**src/rtl/laser_pkg.sv**
```systemverilog
// Shared types and constants for the two-circle laser coverage sequencer.
package laser_pkg;
  localparam int COORD_W  = 4;
  localparam int CNT_W    = 6;
  localparam int GRID_MAX = (1 << COORD_W) - 1;

  typedef logic [COORD_W-1:0] coord_t;

  typedef enum logic [2:0] {
    S_IDLE,
    S_INIT,
    S_ISSUE,
    S_UPDATE,
    S_SWEEP_END,
    S_FINISH
  } sched_state_t;
endpackage

```
**src/rtl/laser_cand_gen.sv**
```systemverilog
// Raster candidate-centre counter: X runs fastest, last flags the final grid corner.
module laser_cand_gen #(
  parameter int COORD_W = laser_pkg::COORD_W
) (
  input  logic               CLK,
  input  logic               RST_N,
  input  logic               clear,
  input  logic               step,
  output logic [COORD_W-1:0] x,
  output logic [COORD_W-1:0] y,
  output logic               last
);
  always_ff @(posedge CLK or negedge RST_N) begin
    if (!RST_N) begin
      x <= '0;
      y <= '0;
    end else if (clear) begin
      x <= '0;
      y <= '0;
    end else if (step) begin
      x <= x + 1'b1;
      if (x == '1) y <= y + 1'b1;
    end
  end

  assign last = (x == '1) && (y == '1);
endmodule

```
**src/rtl/laser_sweep_sched.sv**
```systemverilog
// Alternating-circle sweep sequencer over the coverage datapath handshake.
// Optional acknowledge watchdog and ERR port: define LASER_SCHED_TIMEOUT_EN.
module laser_sweep_sched import laser_pkg::*; #(
  parameter int COORD_W  = laser_pkg::COORD_W,
  parameter int CNT_W    = laser_pkg::CNT_W,
  parameter int MAX_ITER = 16
) (
  input  logic               CLK,
  input  logic               RST_N,
  input  logic               START,
  output logic               BUSY,
  output logic [COORD_W-1:0] CAND_X,
  output logic [COORD_W-1:0] CAND_Y,
  output logic [COORD_W-1:0] OTHER_X,
  output logic [COORD_W-1:0] OTHER_Y,
  output logic               CNT_REQ,
  input  logic               CNT_ACK,
  input  logic [CNT_W-1:0]   CNT_UNION,
  input  logic [CNT_W-1:0]   CNT_SOLO,
  output logic [COORD_W-1:0] C1X,
  output logic [COORD_W-1:0] C1Y,
  output logic [COORD_W-1:0] C2X,
  output logic [COORD_W-1:0] C2Y,
  output logic [4:0]         ITER,
  output logic               DONE
`ifdef LASER_SCHED_TIMEOUT_EN
  ,
  output logic               ERR
`endif
);
  sched_state_t state_q, state_d;

  logic [COORD_W-1:0] cx, cy;
  logic               last, cand_clear, cand_step;
  logic [CNT_W-1:0]   best_q, solo1_q, solo2_q, un_q, so_q, solo_mv;
  logic [1:0]         quiet_q, quiet_nxt;
  logic [4:0]         iter_nxt;
  logic               changed_q, turn_q, take, sweep_stop;

  laser_cand_gen #(.COORD_W(COORD_W)) u_cand (
    .CLK   (CLK),
    .RST_N (RST_N),
    .clear (cand_clear),
    .step  (cand_step),
    .x     (cx),
    .y     (cy),
    .last  (last)
  );

  assign cand_clear = (state_q == S_INIT) || (state_q == S_SWEEP_END);
  assign cand_step  = (state_q == S_UPDATE) && !last;

  // turn_q = 0: C1 moves against a stationary C2; turn_q = 1: the reverse.
  assign solo_mv    = turn_q ? solo2_q : solo1_q;
  assign take       = (un_q > best_q) || ((un_q == best_q) && (so_q > solo_mv));
  assign quiet_nxt  = changed_q ? 2'd0 : quiet_q + 2'd1;
  assign iter_nxt   = ITER + 5'd1;
  assign sweep_stop = (quiet_nxt == 2'd2) || (iter_nxt == 5'(MAX_ITER));

`ifdef LASER_SCHED_TIMEOUT_EN
  // Trip on the 63rd consecutive ISSUE cycle without an acknowledge.
  localparam logic [5:0] WDOG_LIMIT = 6'd62;
  logic [5:0] wdog_q;
  logic       err_q, timeout;
`endif

  always_ff @(posedge CLK or negedge RST_N) begin
    if (!RST_N) state_q <= S_IDLE;
    else        state_q <= state_d;
  end

  always_comb begin
    state_d = state_q;
`ifdef LASER_SCHED_TIMEOUT_EN
    timeout = 1'b0;
`endif
    case (state_q)
      S_IDLE:      if (START) state_d = S_INIT;
      S_INIT:      state_d = S_ISSUE;
      S_ISSUE: begin
        if (CNT_ACK) state_d = S_UPDATE;
`ifdef LASER_SCHED_TIMEOUT_EN
        else if (wdog_q == WDOG_LIMIT) begin
          state_d = S_FINISH;
          timeout = 1'b1;
        end
`endif
      end
      S_UPDATE:    state_d = last ? S_SWEEP_END : S_ISSUE;
      S_SWEEP_END: state_d = sweep_stop ? S_FINISH : S_ISSUE;
      S_FINISH:    state_d = S_IDLE;
      default:     state_d = S_IDLE;
    endcase
  end

  always_ff @(posedge CLK or negedge RST_N) begin
    if (!RST_N) begin
      C1X       <= '0;
      C1Y       <= '0;
      C2X       <= '0;
      C2Y       <= '0;
      ITER      <= '0;
      best_q    <= '0;
      solo1_q   <= '0;
      solo2_q   <= '0;
      un_q      <= '0;
      so_q      <= '0;
      quiet_q   <= '0;
      changed_q <= 1'b0;
      turn_q    <= 1'b0;
    end else begin
      case (state_q)
        S_INIT: begin
          C1X       <= '0;
          C1Y       <= '0;
          C2X       <= '0;
          C2Y       <= '0;
          ITER      <= '0;
          best_q    <= '0;
          solo1_q   <= '0;
          solo2_q   <= '0;
          quiet_q   <= '0;
          changed_q <= 1'b0;
          turn_q    <= 1'b0;
        end
        S_ISSUE: begin
          if (CNT_ACK) begin
            un_q <= CNT_UNION;
            so_q <= CNT_SOLO;
          end
        end
        S_UPDATE: begin
          if (take) begin
            if (turn_q) begin
              C2X     <= cx;
              C2Y     <= cy;
              solo2_q <= so_q;
            end else begin
              C1X     <= cx;
              C1Y     <= cy;
              solo1_q <= so_q;
            end
            best_q    <= un_q;
            changed_q <= 1'b1;
          end
        end
        S_SWEEP_END: begin
          ITER      <= iter_nxt;
          quiet_q   <= quiet_nxt;
          changed_q <= 1'b0;
          turn_q    <= ~turn_q;
        end
        default: ;
      endcase
    end
  end

`ifdef LASER_SCHED_TIMEOUT_EN
  always_ff @(posedge CLK or negedge RST_N) begin
    if (!RST_N) begin
      wdog_q <= '0;
      err_q  <= 1'b0;
    end else begin
      wdog_q <= ((state_q == S_ISSUE) && !CNT_ACK) ? wdog_q + 6'd1 : 6'd0;
      err_q  <= timeout;
    end
  end

  assign ERR = err_q;
`endif

  assign BUSY    = (state_q != S_IDLE);
  assign CNT_REQ = (state_q == S_ISSUE);
  assign DONE    = (state_q == S_FINISH);
  assign CAND_X  = cx;
  assign CAND_Y  = cy;
  assign OTHER_X = turn_q ? C1X : C2X;
  assign OTHER_Y = turn_q ? C1Y : C2Y;
endmodule

```
**config.mk**
```make
export PLATFORM = sky130hd
export DESIGN_NAME = laser_sweep_sched
export DESIGN_NICKNAME = d
export VERILOG_FILES = /design/src/rtl/laser_pkg.sv /design/src/rtl/laser_cand_gen.sv /design/src/rtl/laser_sweep_sched.sv
export SDC_FILE = /design/constraint.sdc
export NUM_CORES = 1
export LEC_CHECK = 0
export BUFFER_PORTS_ARGS = -buffer_cell sky130_fd_sc_hd__buf_2
export CAP_MARGIN = 20
export CORE_UTILIZATION = 35
export CTS_CLUSTER_DIAMETER = 100
export DETAILED_ROUTE_END_ITERATION = 6
export GPL_ROUTABILITY_DRIVEN = 1
export SLEW_MARGIN = 25
export SYNTH_ARGS = -nofsm -noshare
export SYNTH_HDL_FRONTEND = slang
export SYNTH_SLANG_ARGS = --single-unit
```
**constraint.sdc**
```tcl
create_clock -name CLK -period 3.35 [get_ports CLK]
set_clock_uncertainty 0.1 [all_clocks]
set_input_delay 0 -clock CLK [delete_from_list [all_inputs] [get_ports CLK]]
set_output_delay 0 -clock CLK [all_outputs]
set_load 0.05 [all_outputs]
```
==> summary.md, run 1 <==
| Metric | Value |
|---|---|
| Run status | complete, no violations |
| Clk Latency, worst-skew pair | 0.34 ns |
| Most common library cells after synthesis | 66 x sky130_fd_sc_hd__dfrtp_1, 29 x sky130_fd_sc_hd__a22o_1, 24 x sky130_fd_sc_hd__mux2_2, 22 x sky130_fd_sc_hd__nor2_1 |
| Share of Yosys cell area claimed by the top area cell type | 0.510 |
| Global-route wire length before repair | 11100 um |
| Antenna diode count | 0 |
| # clock sinks | 66 |
| GPL Wtd Cong | 0.728 |
| Final hold violation count | 0 |
| Launching element type of the critical path | flip-flop |
| Unrepaired setup endpoints after global routing | no |
| Initial standard-cell utilization of the core | 0.366 |
| Cell at the root of the clock tree | sky130_fd_sc_hd__clkbuf_8 |
| Number of nets in the layout | 373 |
| Delay contributed by the slowest stage of the critical path | 0.58 ns |
| Reg clk slew, reported paths | 0.07 ns |
| Share of the yosys chip area belonging to registers | 0.510 |
| Async SR Flop Fraction | 1.00 |
| Required time of the worst setup path | about 3.5 ns |
| Number of enable-type register cells in the synthesized netlist | 0 |
| Switching share of power | 0.383 |
| Die outline area | 9640 um2 |
| Final wirelength | 6660 um |
| Worst-Margin Slew | 0.622 ns |
| Core region area | 8850 um2 |
| Met2 usage | 0.212 |
| Max Cap Violations | 0 |
| Path depth of the worst reg2reg path | 9 |
| Total Neg Setup Slack | 0 ns |
| Most used DFF post-synth | sky130_fd_sc_hd__dfrtp_1 |
| Endpoint of the most critical register-to-register path | best_q[2]$_DFFE_PN0P_ |
| Library cell occupying the most area in the post-synthesis netlist | sky130_fd_sc_hd__dfrtp_1 |
| Part of the total power dissipated in the clock network | 0.238 |
| Number of different library cells in the post-synthesis netlist | 46 |
| Synth Instances | 267 |
| Worst path buffer plus inverter count | 1 |
| Remaining antenna violation count after routing | 0 |
| Final setup fails | 0 |
| Leading post-synthesis cells by cell area | sky130_fd_sc_hd__dfrtp_1 51%, sky130_fd_sc_hd__mux2_2 8.3%, sky130_fd_sc_hd__a22o_1 7.8%, sky130_fd_sc_hd__ha_1 5.8%, sky130_fd_sc_hd__mux2i_1 2.8% |
| Detailed placement HPWL | 4640 um |
| Number of DRC markers after the initial detailed-route iteration | 73 |
| Post-synthesis net count | 298 |
| First-pass iteration count of the detailed router | 6 |
| Vias post-DR | 2286 |
| Avg Synthesized Cell Area | between 10 and 15 um2 |
| Dominant delay contributor by cell family on the critical path | multiplexers |
| Io pins | 56 |
| Most numerous cell in the Yosys netlist | sky130_fd_sc_hd__dfrtp_1 |
| Max Slew Vio Count | 0 |
| Library cell contributing the largest single delay on the critical path | sky130_fd_sc_hd__dfrtp_1 |
| Syn. warnings | 0 |
| Number of setup buffers added after CTS | 0 |
| Global route hottest layer | met1 |
| Largest net degree at the start of global routing | 44 |
| Setup slack of the worst register-to-register path | 0.41 ns |
| P_leak | around 1.9 nW |
| Worst vdd ir | 0.265 mV |
| Die extent in y | between 90 and 100 um |
| WL per Instance | 14.6 um |
| Fmax | 0.340 GHz |
| Vias in the first global route | 2214 |
| Num CTS Buffers | 9 |
| TritonCTS clock tree | done |
| Comb power frac | 0.357 |
| Residual DRC | 0 |
| FP Rows | 34 |
| Critical path data arrival time | 3.07 ns |
| Buffers from clock root to sink, at most | 2 |
| Top fanout value on the critical path | 12 |
| Area Overhead vs Synth | 21.6% |
| Via/cell ratio | 5.02 |
| CP Class | flip-flop to flip-flop |
| Hold WC Path Type | input port to async pin |
| Relative slew slack | 0.583 |
| Int Power | 1.67 mW |
| Critical Path, Cell by Cell | buf_4, mux2_2, ha_1, nor2b_1, o21a_1, o31ai_2, and4_2, nor3_4, mux2_2 |
| Met3 Usage GRT | 0.0344 |
| Sequential group share of total power | 0.405 |
| P_sw | around 1.0 mW |
| Number of antenna violations at the first check in global routing | 0 |
| Startpoint of the worst-slack reg-to-reg timing path | turn_q$_DFFE_PN0N_ |
| Combined global-route utilization of all metal layers | 0.150 |
| Number of gates resized after CTS | 0 |
| Post-layout min period | 2.94 ns |
| Die boundary width | between 90 and 100 um |
| Hold-fix buffers at CTS | 15 |
| Synth Register Bits | 66 |
| Buffers on Ports | 55 |
| Category of the worst setup path capture point | flip-flop |
| CTS HTree Levels | 3 |
| Library cell appearing most often on the critical path | sky130_fd_sc_hd__mux2_2 |
| Fraction of the cycle the final worst path needs | 0.879 |
| P per Cell Area | between 600 and 700 nW/um2 |
| Hold slack final | between 0.06 and 0.07 ns |
| Mapped cell area | 3240 um2 |
| Global Route met1 Usage | 0.215 |
| Fraction of final layout cells with drive strength greater than 1 | 0.317 |
| GRT Residual Overflow | 0 |
## kinds of logic after synthesis
kind of cell,synth area share
adders and majority gates,0.0580
xor gates and xnor gates,0.0244
muxes,0.111
DFF,0.510
buffers and inverters,0.0356
AOI/OAI and AO/OA,0.152
and+or+nand+nor,0.109
## sequential cells by signal (all words and copies together) (netlist names), 4 cells and up
name / flops
C1X: 4
C2Y: 4
solo2_q: 6
C2X: 4
C1Y: 4
solo1_q: 6
u_cand.y: 4
best_q: 6
ITER: 5
so_q: 6
un_q: 6
u_cand.x: 4
## layout by cell type (no fill, tap or decap), drive strengths merged, types with 3 or more instances in the layout
master / instances
dlygate4sd3: 15
clkbuf: 11
mux2i: 9
a22o: 29
ha: 15
o21ai: 12
xnor2: 3
a31oi: 3
nand3: 5
nand2: 15
buf: 59
xor2: 6
mux2: 24
and4: 3
nor2: 23
inv: 10
nor3: 3
dfrtp: 66
## final cells by class
cell class                      count  area [um2]
Tap cell                          108         135
Timing Repair Buffer               74         455
Multi-Input combinational cell    181        1470
Clock buffer                       11         131
Fill cell                         851        4910
Sequential cell                    66        1650
Inverter                           10        37.5
Clock inverter                      5        55.1
## how the worst max path moves through the flow
stage,start,endpoint,slack [ns],cells after the start
after floorplan,turn_q$_DFFE_PN0N_,C1X[0]$_DFFE_PN0P_,0.23,11
after global placement,turn_q$_DFFE_PN0N_,best_q[2]$_DFFE_PN0P_,0.47,9
after detailed placement,turn_q$_DFFE_PN0N_,best_q[5]$_DFFE_PN0P_,0.41,9
after CTS,turn_q$_DFFE_PN0N_,best_q[2]$_DFFE_PN0P_,0.38,9
after global routing,turn_q$_DFFE_PN0N_,solo1_q[0]$_DFFE_PN0P_,0.24,8
final,turn_q$_DFFE_PN0N_,best_q[2]$_DFFE_PN0P_,0.41,9
## per-stage QoR
step,cells,cell area [um2],util,power (mW),setup slack [ns]
after floorplan,267,3240,-,1.85,0.234
after global placement,424,3600,0.407,2.05,0.473
after detailed placement,424,3600,0.407,2.07,0.412
after CTS,455,3940,0.445,2.74,0.380
after global routing,455,3940,0.445,2.88,0.239
final,455,3940,0.445,2.71,0.405
## power by group through the flow
stage                     Combinational (mW)  Sequential (mW)  Clock, mW
after floorplan                        0.542             1.31          0
after global placement                 0.946             1.11          0
after detailed placement               0.958             1.11          0
after CTS                              0.980             1.10      0.660
after global routing                    1.06             1.12      0.697
final                                  0.966             1.10      0.645
## layer usage
metal / part of all wire / wire (um) / vias up
met2: 0.44 / 2970 / 44
met5: 0 / 0 / -
met4: 0.019 / 126 / 0
li1: - / - / 1125
met3: 0.033 / 221 / 9
met1: 0.50 / 3350 / 1108
Power figures use the tool's default switching activity.
==> run 2, diff against run 1 <==
PLACE_DENSITY = 0.65   (was not set)
==> run 2 against run 1 <==
Net effect:
- the run now ends with DRC left
- non-clock buffer count unchanged
- sequential power about the same
- clock power decreased by 8.2%
- worst hold slack improved by 0.051 ns
- power decreased by 2.2%
- final cell count unchanged
- critical path depth unchanged
- die area unchanged
- critical path type unchanged
- critical endpoint is now best_q[1]$_DFFE_PN0P_
==> summary.md, run 2 (synthesized netlist as in run 1, its figures left out) <==
| Metric | Value |
|---|---|
| Run status | finished with violations |
| Violated checks | DRC |
| Final hold violation count | 0 |
| Delay contributed by the slowest stage of the critical path | 0.63 ns |
| First-pass iteration count of the detailed router | 7 |
| Number of setup buffers added after CTS | 0 |
| Int Power | 1.60 mW |
| CP Class | flip-flop to flip-flop |
| Launching element type of the critical path | flip-flop |
| Combined global-route utilization of all metal layers | 0.146 |
| Max Cap Violations | 0 |
| Library cell contributing the largest single delay on the critical path | sky130_fd_sc_hd__dfrtp_1 |
| Unrepaired setup endpoints after global routing | no |
| Post-layout min period | roughly 3 ns |
| Area Overhead vs Synth | 21.4% |
| Switching share of power | 0.396 |
| Detailed placement HPWL | roughly 4500 um |
| Largest net degree at the start of global routing | 52 |
| Initial standard-cell utilization of the core | 0.366 |
| P_leak | 1.89 nW |
| Worst-Margin Slew | 0.680 ns |
| Final setup fails | 0 |
| Hold-fix buffers at CTS | 15 |
| Residual DRC | 4 |
| # clock sinks | 66 |
| Post-detailed-placement cell area | 3600 um2 |
| Buffers from clock root to sink, at most | 2 |
| WL per Instance | 14.1 um |
| Post-route setup slack | 0.385 ns |
| Critical Path, Cell by Cell | buf_4, mux2_2, ha_1, nor2b_1, o21a_1, o31ai_2, and4_2, nor3_4, mux2_2 |
| FP Rows | 34 |
| GPL Wtd Cong | 0.763 |
| Setup slack of the worst register-to-register path | ~0.38 ns |
| Area taken by flip-flops and latches | around 1700 um2 |
| Number of antenna violations at the first check in global routing | 0 |
| Vias post-DR | 2326 |
| Sequential group share of total power | 0.414 |
| Fraction of final layout cells with drive strength greater than 1 | 0.323 |
| Top fanout value on the critical path | 11 |
| P per Cell Area | 674 nW/um2 |
| Clk Latency, worst-skew pair | 0.35 ns |
| Commonest non-fill, non-tap cells in the layout | 66 x sky130_fd_sc_hd__dfrtp_1, 54 x sky130_fd_sc_hd__buf_2, 29 x sky130_fd_sc_hd__a22o_1 |
| P_sw | 1.05 mW |
| Category of the worst setup path capture point | flip-flop |
| Max Slew Vio Count | 0 |
| Die extent in y | 98.2 um |
| Number of DRC markers after the initial detailed-route iteration | 67 |
| Global-route wire length before repair | 11200 um |
| Io pins | 56 |
| GRT Residual Overflow | 0 |
| Design Area, Final | 3930 um2 |
| Worst path buffer plus inverter count | 1 |
| Most common cell after layout, fill and taps aside | sky130_fd_sc_hd__dfrtp_1 |
| Buffers on Ports | 55 |
| Dominant delay contributor by cell family on the critical path | multiplexers |
| Total Neg Setup Slack | 0 ns |
| Fraction of the cycle the final worst path needs | 0.885 |
| Pre-CTS setup slack | 0.395 ns |
| Cell count after placement | 424 |
| Number of gates resized after CTS | 0 |
| Die outline area | 9640 um2 |
| Via/cell ratio | 5.11 |
| Core region area | 8850 um2 |
| Total chip power | ~2.6 mW |
| Antenna diode count | 0 |
| Required time of the worst setup path | 3.48 ns |
| Cell at the root of the clock tree | sky130_fd_sc_hd__clkbuf_8 |
| Critical path data arrival time | 3.09 ns |
| Remaining antenna violation count after routing | 0 |
| Hold WC Path Type | input port to async pin |
| Final standard cell count with taps included and fillers excluded | 455 |
| Area used by multi-input combinational logic | 1470 um2 |
| Library cell appearing most often on the critical path | sky130_fd_sc_hd__mux2_2 |
| Relative slew slack | 0.544 |
| Number of nets in the layout | 373 |
| CTS HTree Levels | 3 |
| Comb power frac | 0.363 |
| Vias in the first global route | about 2300 |
| Final wirelength | 6410 um |
| Die boundary width | 98.2 um |
| TritonCTS clock tree | done |
| Worst vdd ir | 0.258 mV |
| Fmax | approximately 0.34 GHz |
| Reg clk slew, reported paths | 0.08 ns |
| Num CTS Buffers | 9 |
| Part of the total power dissipated in the clock network | 0.223 |
| Fillcell total | 839 |
[run 2: changes by cell type in the layout (fill, tap and decap cells not counted), sizes merged]
cell      change
inv           +1
clkbuf        -2
bufinv        -1
clkinvlp      +1
clkinv        +1
[run 2: cell type report]
type                    count  area share
clock buffers               9      0.0315
clock inverters             7      0.0137
inverters                  10     0.00955
multi-input cells         181       0.374
flip-flops and latches     66       0.420
well taps                 108      0.0344
repair buffers             74       0.117
[run 2: power by group through the flow]
stage,logic [mW],clock network (mW),registers [mW]
2_1_floorplan,0.542,0,1.31
3_5_place_dp,0.957,0,1.11
6_report,0.961,0.592,1.10
4_1_cts,0.976,0.608,1.10
3_3_place_gp,0.936,0,1.10
5_1_grt,1.06,0.653,1.12
[run 2: final timing paths]
check / startpoint / end / depth (start not counted)
max reg2reg: turn_q$_DFFE_PN0N_ / best_q[1]$_DFFE_PN0P_ / 9
max in group asynchronous: RST_N / un_q[3]$_DFFE_PN0P_ / 3
min in group CLK: CNT_ACK / so_q[0]$_DFFE_PN0P_ / 4
min reg2reg: solo1_q[3]$_DFFE_PN0P_ / solo1_q[3]$_DFFE_PN0P_ / 1
max: turn_q$_DFFE_PN0N_ / best_q[1]$_DFFE_PN0P_ / 9
min: RST_N / C1X[0]$_DFFE_PN0P_ / 2
[run 2: through the flow]
step / hold slack, ns / utilization
2_1_floorplan: -0.396 / -
3_3_place_gp: 0.105 / 0.407
3_5_place_dp: -0.0397 / 0.407
4_1_cts: 0.124 / 0.444
5_1_grt: 0.163 / 0.444
6_report: 0.117 / 0.444
[run 2: metal layers]
layer | share of wire | up-vias | routed length (um) | track usage
li1 | - | 1127 | - | -
met1 | 0.48 | 1136 | 3090 | 0.198
met2 | 0.46 | 52 | 2940 | 0.226
met3 | 0.044 | 11 | 280 | 0.0358
met4 | 0.015 | 0 | 99 | 0.0586
met5 | 0 | - | 0 | 0
